`src/rtl/reg_bus_master.sv`:
```
// reg_bus_master: framed UART byte-stream command decoder that initiates register-bank reads/writes.
// Optional macro REG_BUS_WRITE_ACK_EN adds a status byte (0xA5 ok / 0xEE timeout) after write frames.
module reg_bus_master #(
    parameter int unsigned TIMEOUT_CYCLES = 100000,
    parameter int unsigned CNT_W          = 24
) (
    input  logic       clk,
    input  logic       rst,
    input  logic [7:0] rx_data,
    input  logic       rx_valid,
    output logic       rx_ready,
    output logic [7:0] tx_data,
    output logic       tx_valid,
    input  logic       tx_ready,
    output logic       reg_write,
    output logic       reg_read,
    output logic [7:0] reg_index,
    output logic [7:0] reg_wdata,
    input  logic [7:0] reg_rdata,
    output logic       busy,
    output logic       err_timeout
);

    // state  | meaning
    // IDLE   | waiting for header byte (rw, LEN)
    // ADDR   | waiting for start index byte
    // WDATA  | receiving write bytes, one strobe the cycle after each
    // RDREQ  | reg_read high, reg_rdata captured into tx_data
    // RDSEND | read byte offered on tx stream until accepted
    // ACK    | write status byte offered on tx stream (REG_BUS_WRITE_ACK_EN)
    typedef enum logic [2:0] {
        S_IDLE   = 3'd0,
        S_ADDR   = 3'd1,
        S_WDATA  = 3'd2,
        S_RDREQ  = 3'd3,
        S_RDSEND = 3'd4
`ifdef REG_BUS_WRITE_ACK_EN
        , S_ACK  = 3'd5
`endif
    } state_t;

    localparam logic [CNT_W-1:0] TMO_LAST = CNT_W'(TIMEOUT_CYCLES - 1);

    state_t           state;
    state_t           state_nxt;
    logic             is_write;
    logic [5:0]       left;
    logic [CNT_W-1:0] tmo_cnt;
    logic             timeout;
    logic             rx_acc;
    logic             tx_acc;
    state_t           done_dest;
    state_t           tmo_dest;

    assign rx_acc      = rx_valid & rx_ready;
    assign tx_acc      = tx_valid & tx_ready;
    assign busy        = (state != S_IDLE);
    assign err_timeout = timeout;

`ifdef REG_BUS_WRITE_ACK_EN
    assign done_dest = S_ACK;
    assign tmo_dest  = is_write ? S_ACK : S_IDLE;
`else
    assign done_dest = S_IDLE;
    assign tmo_dest  = S_IDLE;
`endif

    always_ff @(posedge clk) begin
        if (rst) begin
            state <= S_IDLE;
        end else begin
            state <= state_nxt;
        end
    end

    always_comb begin
        state_nxt = state;
        rx_ready  = 1'b0;
        tx_valid  = 1'b0;
        reg_read  = 1'b0;
        timeout   = 1'b0;
        unique case (state)
            S_IDLE: begin
                rx_ready = 1'b1;
                if (rx_valid) begin
                    state_nxt = S_ADDR;
                end
            end
            S_ADDR: begin
                rx_ready = 1'b1;
                if (rx_valid) begin
                    state_nxt = is_write ? S_WDATA : S_RDREQ;
                end else if (tmo_cnt == TMO_LAST) begin
                    timeout   = 1'b1;
                    state_nxt = tmo_dest;
                end
            end
            S_WDATA: begin
                // Once all N bytes are in, stay one more cycle for the final strobe.
                rx_ready = (left != 6'd0);
                if (rx_valid && rx_ready) begin
                    state_nxt = S_WDATA;
                end else if (left == 6'd0) begin
                    state_nxt = done_dest;
                end else if (tmo_cnt == TMO_LAST) begin
                    timeout   = 1'b1;
                    state_nxt = tmo_dest;
                end
            end
            S_RDREQ: begin
                reg_read  = 1'b1;
                state_nxt = S_RDSEND;
            end
            S_RDSEND: begin
                tx_valid = 1'b1;
                if (tx_ready) begin
                    state_nxt = (left == 6'd1) ? S_IDLE : S_RDREQ;
                end
            end
`ifdef REG_BUS_WRITE_ACK_EN
            S_ACK: begin
                tx_valid = 1'b1;
                if (tx_ready) begin
                    state_nxt = S_IDLE;
                end
            end
`endif
            default: begin
                state_nxt = S_IDLE;
            end
        endcase
        if (rst) begin
            rx_ready = 1'b0;
            tx_valid = 1'b0;
            reg_read = 1'b0;
            timeout  = 1'b0;
        end
    end

    always_ff @(posedge clk) begin
        if (rst) begin
            tmo_cnt <= '0;
        end else if ((state == S_ADDR || state == S_WDATA) && !rx_acc && !timeout) begin
            tmo_cnt <= tmo_cnt + 1'b1;
        end else begin
            tmo_cnt <= '0;
        end
    end

    always_ff @(posedge clk) begin
        if (rst) begin
            is_write  <= 1'b0;
            left      <= 6'd0;
            reg_write <= 1'b0;
            reg_index <= 8'h00;
            reg_wdata <= 8'h00;
            tx_data   <= 8'h00;
        end else begin
            reg_write <= 1'b0;
            if (reg_write) begin
                reg_index <= reg_index + 8'd1;
            end
            case (state)
                S_IDLE: begin
                    if (rx_acc) begin
                        is_write <= rx_data[7];
                        left     <= {1'b0, rx_data[4:0]} + 6'd1;
                    end
                end
                S_ADDR: begin
                    if (rx_acc) begin
                        reg_index <= rx_data;
                    end
                end
                S_WDATA: begin
                    if (rx_acc) begin
                        reg_write <= 1'b1;
                        reg_wdata <= rx_data;
                        left      <= left - 6'd1;
                    end
                end
                S_RDREQ: begin
                    tx_data <= reg_rdata;
                end
                S_RDSEND: begin
                    if (tx_acc) begin
                        reg_index <= reg_index + 8'd1;
                        left      <= left - 6'd1;
                    end
                end
                default: begin
                end
            endcase
`ifdef REG_BUS_WRITE_ACK_EN
            if (state_nxt == S_ACK && state != S_ACK) begin
                tx_data <= timeout ? 8'hEE : 8'hA5;
            end
`endif
        end
    end

    a_no_rw_overlap: assert property (@(posedge clk) disable iff (rst) !(reg_write && reg_read));

endmodule

```
`config.mk`:
```
export PLATFORM = sky130hd
export DESIGN_NAME = reg_bus_master
export DESIGN_NICKNAME = d
export VERILOG_FILES = /design/src/rtl/reg_bus_master.sv
export SDC_FILE = /design/constraint.sdc
export NUM_CORES = 1
export LEC_CHECK = 0
export BUFFER_PORTS_ARGS = -buffer_cell sky130_fd_sc_hd__buf_4
export CAP_MARGIN = 20
export CORE_ASPECT_RATIO = 2
export CORE_MARGIN = 2
export CORE_UTILIZATION = 55
export CTS_CLUSTER_SIZE = 14
export DETAILED_ROUTE_END_ITERATION = 16
export PLACE_DENSITY = 0.77
export SLEW_MARGIN = 15
export SYNTH_ARGS = -nofsm -noshare
export SYNTH_HDL_FRONTEND = slang
export SYNTH_SLANG_ARGS = --single-unit
```
`constraint.sdc`:
```
create_clock -name clk -period 2.7 [get_ports clk]
set_input_delay 0.405 -clock clk [delete_from_list [all_inputs] [get_ports clk]]
set_output_delay 0.405 -clock clk [all_outputs]
set_load 0.02 [all_outputs]
```
; ---- After elaboration in Yosys (flattened, before gate mapping)
; Index checks and enable logic that the tools add are counted.
[classes]
mux = 30
n_eq_ne = 11
addsub = 4
bitwise = 4
n_reduce_logical = 18
[ops]
columns = operator, count
row1 = $add A24 B1 Y24 const B, 1
row2 = $eq A24 B17 Y1 const B, 1
row3 = $mux W8, 3
row4 = $mux W3, 6
row5 = $mux W6, 3
row6 = $pmux W6 S3, 1
row7 = $pmux W8 S2, 1
row8 = $pmux W3 S5, 1
row9 = $mux W1, 12
row10 = $ne A2 B2 Y1 const B, 5
row11 = $add A8 B1 Y8 const B, 1
row12 = $add A5 B1 Y6 const B, 1
row13 = $eq A3 B2 Y1 const B, 2
row14 = $eq A6 B1 Y1 const B, 1
row15 = $logic_not A6 Y1, 1
row16 = $reduce_and A2 Y1, 3
row17 = $reduce_bool A3 Y1, 2
row18 = $reduce_bool A6 Y1, 1
row19 = $reduce_or A2 Y1, 3
row20 = $sub A6 B1 Y6 const B, 1
row21 = $pmux W1 S2, 2
row22 = $reduce_and A4 Y1, 1
row23 = $eq A3 B1 Y1 const B, 1
row24 = $eq A3 B3 Y1 const B, 1
row25 = 7 further kinds, 12
[word_totals]
word_cells = 75
reg_bits = 59

; ---- Longest topological paths before layout
; Gate-level depths: netlist of run 1.
[logic_depth]
ltp_word = 10
depth_mapped = 8
mapped_depth_nobuf = 7

; ---- Least setup slack after synthesis of run 1
; Ideal clock, no wire load.
[synth_timing]
path_type = input port to flip-flop
start = input rst
end = register left[0]
setup_slack_ns = 0.287
required_ns = 2.609
stages = 6
t_arrival_ns = 2.322
n_path_buf = 1
cell_sequence = buf_2 nor4b_1 nand2_1 o31ai_2 a21oi_1 a311oi_1
[synth_via]
elab_chain_len = 4
[synth_rtl]
columns = item, line
row1 = start: declaration, 8  ; input logic rst,
row2 = $mux W1, 132  ; if (rst) begin
row3 = via tx_valid, 13  ; output logic tx_valid,
row4 = $and A1 B1 Y1, 56  ; assign tx_acc = tx_valid & tx_ready;
row5 = $ne A2 B2 Y1 (no source line), n/a
row6 = $reduce_and A4 Y1 (no source line), n/a
row7 = end signal: assignment, 167  ; left <= {1'b0, rx_data[4:0]} + 6'd1;
row8 = end signal: assignment, 179  ; left <= left - 6'd1;
row9 = end signal: assignment, 188  ; left <= left - 6'd1;
row10 = end: declaration, 47  ; logic [5:0] left;
; The timed path passes the listed nets, and every way through them passes these cells.
; A chain may end at the register's enable or synchronous reset.

; ---- Final worst setup path of run 1
[layout_timing]
start = register tmo_cnt[11]
end = output err_timeout
[layout_via]
elab_chain_len = 6
[layout_rtl]
columns = item, line
row1 = start: declaration, 48  ; logic [CNT_W-1:0] tmo_cnt;
row2 = start signal: assignment, 144  ; tmo_cnt <= tmo_cnt + 1'b1;
row3 = $eq A24 B17 Y1 (*), "93, 105"
row4 = $mux W1 (*), "93, 105"
row5 = $mux W1, 103  ; end else if (left == 6'd0) begin
row6 = $mux W1, 101  ; if (rx_valid && rx_ready) begin
row7 = $pmux W1 S2 (*), 82  ; unique case (state)
row8 = $mux W1 (*), 132
row9 = end: declaration, 21  ; output logic err_timeout
; Every way passes the cells marked *; elsewhere a longest branch is shown, timed or not.

==> results of run 1 <==
## kinds of logic after synthesis
group                      Yosys count  synth area share
and+or+nand+nor                    172            0.2708
AOI/OAI and AO/OA                   68            0.1382
DFF                                 59            0.3827
xor gates and xnor gates            35           0.09931
buffers and inverters               27           0.04013
muxes                               15           0.04864
adders and majority gates            5           0.02027
## cell type report
cell class	instances	area, sq um	share of cell area
tap	60	75.07	0.02020
clock inverter	2	10.01	0.002693
sequential	59	1181	0.3177
timing repair buffer	61	457.9	0.1232
clock buffer	14	162.7	0.04376
multi-input combinational	295	1800	0.4843
inverter	8	30.03	0.008078
## placed cells by master (no fill, tap or decap), drive strengths merged, types with 3 or more instances in the layout
cell type  Yosys  layout
dfxtp         59      59
o21ai         14      14
o211ai         3       3
xnor2         14      14
a211oi         4       4
xor2          21      21
nand2         39      39
nor3          12      12
buf            6      61
nor2b          4       4
inv            8       8
and3           3       3
nand3         15      15
a21o           3       3
ha             5       5
nor2          60      60
nor4           4       4
nand4         15      15
mux2i         15      15
or4            6       6
a21oi         27      27
clkbuf        13      14
a31oi          3       3
## metal layers
metal | track usage | vias up | part of all wire
met2 | 0.4737 | 71 | 0.56
met5 | 0 | - | 0
li1 | - | 1444 | -
met1 | 0.2502 | 1379 | 0.37
met3 | 0.05529 | 26 | 0.040
met4 | 0.1661 | 0 | 0.033
## final timing paths
path              slack, ns           end   startpoint  cells past startpoint
setup / recovery       0.13   err_timeout  tmo_cnt[11]                      5
hold / removal         0.31  reg_wdata[5]   rx_data[5]                      3
setup reg to reg       0.52    tmo_cnt[2]  tmo_cnt[11]                      7
hold reg to reg        0.45    tx_data[4]   tx_data[4]                      2
## report_power, final
group	total (uW)	internal, uW	switching (uW)
sequential	912	887	25.0
clock	714	381	333
combinational	237	99.7	138
total	1860	1370	496
## synth_stat cells, types with 8 or more instances
cell	number	area [sq um]
a21oi_1	27	135.1
clkbuf_1	13	48.80
dfxtp_1	59	1181
inv_1	8	30.03
mux2i_1	15	150.1
nand2_1	39	146.4
nand3_1	15	75.07
nand4_1	15	93.84
nor2_1	60	225.2
nor3_1	11	55.05
o21ai_0	14	70.07
xnor2_1	14	122.6
xor2_1	21	183.9
## metrics by stage
stage	total power, uW	util
4_1_cts	1881	0.6833
3_3_place_gp	1161	0.6503
5_1_grt	1937	0.6858
3_5_place_dp	1165	0.6503
6_report	1864	0.6858
2_1_floorplan	1078	-
## worst max-delay path: stages, from the launching register on
cell and delay, ns:
dfxtp_1 0.36, or4_1 0.55, nor4_2 0.25, nand4_1 0.19, nor4_2 0.29, buf_4 0.19
## flip-flops by register name, indices dropped and copies added, names as in the netlist
register / count
is_write: 1
left: 6
reg_index: 8
reg_wdata: 8
reg_write: 1
state: 3
tmo_cnt: 24
tx_data: 8
## what timing repair did
item | 4_1_cts | 5_1_grt
hold buffers | 0 | 0
buffers inserted | 0 | 1
gates resized for setup | 1 | 1
endpoints found under the setup margin | 1 | 1
pin swaps | 0 | 1
==> flow_metrics.tcl, run 1 <==
set metrics [dict create \
    status "complete, no violations" \
    setup_ws_ns 0.1296 \
    dieArea_sq_mm 0.006264 \
    antenna-diode-count 0 \
    fmax_ghz 0.3890 \
    nFillCells 467 \
    grt_pass1_wl_um 12430 \
    end_kind "output pin" \
    syn-cell-area_sq_mm 0.003087 \
    area_growth_pct 20.43 \
    syn-num-nets 406 \
    insertion_delay_ns 0.34 \
    cts.reportedPaths.clkPinSlew_ns 0.07 \
    timing.final.crit_share 0.9520 \
    cts.htree.levels 3 \
    synth-main-ff-cell "dfxtp_1" \
    via_per_inst 5.852 \
    slew_viol_final 0 \
    grt_usage 0.2569 \
    p_per_area_mw_per_mm2 501.5 \
    syn-instance-count 381 \
    first_pass_iters 4 \
    hp-class "input port to register" \
    cts-root-buf "clkbuf_8" \
    ys_types 51 \
    worst-path-max-fanout 6 \
    whs_ns 0.3114 \
    ant_nets 0 \
    maxCapViolCount 0 \
    overflow 0 \
    vdd_drop_max_uv 448.5 \
    ys_warn_count 0 \
    finalCriticalPeriod_ns 2.570 \
    grt_pass1_vias 2856 \
    skew_ns 0.01062 \
    core_sq_mm 0.005420 \
    avgSynthCellArea_sq_um 8.102 \
    fin_area_sq_mm 0.003717 \
    tightest_slew_ns 0.5919 \
    clock_sinks 59 \
    gp_congestion 0.8774 \
    maxSlewHeadroom 0.6046 \
    hpwl_um 5567 \
    leakage_uw 0.001426 \
    tritoncts "done" \
    yosysSeqAreaShare 0.3827 \
    grt_max_degree 25 \
    chipWidth_um 56.97 \
    synth-async-reset-ratio 0 \
    initialDrtViolationCount 106 \
    ys_seq_elements 59 \
    path_class "register to output pin" \
    num_io_pins 50 \
    totalNegativeSetupSlack_ns 0 \
    io_buffer_count 49 \
    rsz0062_at_grt "false" \
    instances_no_fill 499 \
    rows 38 \
    dpl-instance-area_sq_mm 0.003525 \
    drive_above_1_share 0.1982 \
    hold_violations 0 \
    routed_wl_um 7748 \
    wl_per_cell_um 15.53 \
    clockBufferDepth 2 \
    required_ns 2.30 \
    setup_violations 0 \
    via_count 2920 \
    synth_edf_count 0 \
    cp-start-kind "register" \
    die_h_um 109.9 \
    place_inst 482 \
    arrival_ns 2.17 \
    antenna_found_initial 0 \
    dp_slack_ns 0.3611 \
    initial_core_util 0.5695 \
    fin_nets 459 \
    cts_made_buffers 9 \
    drc 0 \
]
No activity file was read; power rests on OpenSTA's default activity.
==> run 2, diff against run 1 <==
==> constraint.sdc (replaced) <==
create_clock -name clk -period 3.3 [get_ports clk]
set_input_delay 0.495 -clock clk [delete_from_list [all_inputs] [get_ports clk]]
set_output_delay 0.495 -clock clk [all_outputs]
set_load 0.02 [all_outputs]
==> flow_metrics.tcl, run 2 (synthesis gave the netlist of run 1 again) <==
set metrics [dict create \
    status "complete, no violations" \
    drive_above_1_share 0.1856 \
    slew_viol_final 0 \
    dp_slack_ns 0.9115 \
    routed_wl_um 7580 \
    hold_path_end "reg_wdata[5]" \
    gp_congestion 0.9068 \
    hp-class "input port to register" \
    cts.reportedPaths.clkPinSlew_ns 0.06 \
    ant_nets 0 \
    rr_startpoint "state[1]" \
    final_common_cell "nor2_1" \
    r2r_cells 5 \
    antenna-diode-count 0 \
    cts_made_buffers 9 \
    cp-start-kind "register" \
    maxCapViolCount 0 \
    final_cell_mix "nor2_1 (60), dfxtp_1 (59), buf_4 (53), nand2_1 (39), a21oi_1 (27)" \
    rsz0062_at_grt "false" \
    core_sq_mm 0.005420 \
    fin_nets 451 \
    drc 0 \
    fmax_ghz 0.3553 \
    p_per_area_mw_per_mm2 476.2 \
    chipWidth_um 56.97 \
    clock_sinks 59 \
    rows 38 \
    cts.htree.levels 3 \
    via_per_inst 5.896 \
    initialDrtViolationCount 124 \
    first_pass_iters 4 \
    r2r_end "reg_index[6]" \
    arrival_ns 2.32 \
    whs_path_depth 3 \
    io_buffer_count 49 \
    leakage_uw 0.001427 \
    initial_core_util 0.5695 \
    skew_ns 0.005103 \
    clockBufferDepth 2 \
    grt_max_degree 39 \
    setup_ws_ns 0.4854 \
    worst-path-max-fanout 6 \
    end_kind "output pin" \
    fin_area_sq_mm 0.003732 \
    setup_violations 0 \
    post_cts_resized 0 \
    grt_pass1_vias 2788 \
    holdBufCountCts 0 \
    cts-root-buf "clkbuf_8" \
    place_inst 475 \
    tritoncts "done" \
    ff2ff_setup_slack_ns 0.92 \
    cts_setup_buffers 0 \
    die_h_um 109.9 \
    via_count 2895 \
    timing.final.crit_share 0.8529 \
    area_growth_pct 20.92 \
    largest_register "tmo_cnt" \
    hp-start "rx_data[5]" \
    overflow 0 \
    grt_pass1_wl_um 12220 \
    grt_usage 0.2511 \
    maxSlewHeadroom 0.4106 \
    totalNegativeSetupSlack_ns 0 \
    insertion_delay_ns 0.34 \
    wl_per_cell_um 15.44 \
    antenna_found_initial 0 \
    hold_violations 0 \
    required_ns 2.80 \
    hpwl_um 5343 \
    vdd_drop_max_uv 485.1 \
    dieArea_sq_mm 0.006264 \
    power_uw 1777 \
    dpl-instance-area_sq_mm 0.003472 \
    path_class "register to output pin" \
    finalCriticalPeriod_ns 2.815 \
    largest_reg_flops 24 \
    tightest_slew_ns 0.8760 \
    num_io_pins 50 \
    instances_no_fill 491 \
]
## run 2: worst max path at each step
stage | endpoint | start | cells after the start | slack, ns
after global routing | err_timeout | tmo_cnt[11] | 5 | 0.36
after detailed placement | err_timeout | tmo_cnt[11] | 5 | 0.91
after CTS | err_timeout | tmo_cnt[11] | 5 | 0.50
final | err_timeout | tmo_cnt[11] | 5 | 0.49
after floorplan | left[0] | rst | 6 | 0.80
after global placement | err_timeout | tmo_cnt[11] | 5 | 0.95
## run 2: layout make-up
class / instances / area, sq um
multi-input combinational: 295 / 1788
fill: 473 / 1688
sequential: 59 / 1181
timing repair buffer: 53 / 397.9
clock buffer: 12 / 165.2
clock inverter: 4 / 95.09
tap: 60 / 75.07
inverter: 8 / 30.03
## run 2: layer usage
layer,track usage,wire length [um],up-vias
li1,-,-,1433
met1,0.2450,2824,1364
met2,0.4589,4193,72
met3,0.06353,305,26
met4,0.1561,257,0
met5,0,0,-
## run 2: metrics by stage
step                      hold slack, ns    util
after floorplan                   0.4296       -
after global placement            0.4396  0.6406
after detailed placement          0.4483  0.6406
after CTS                         0.3916  0.6886
after global routing              0.4089  0.6886
final                             0.4006  0.6886
## run 2: critical path, cell delays in order (launching register included)
cell,delay (ns)
dfxtp_1,0.37
or4_1,0.53
nor4_1,0.29
nand4_1,0.23
nor4_1,0.36
buf_4,0.21
## run 2: report_power, final
group / switching (uW) / internal (uW)
sequential: 24.5 / 726
clock: 282 / 562
combinational: 107 / 76.6
total: 413 / 1360
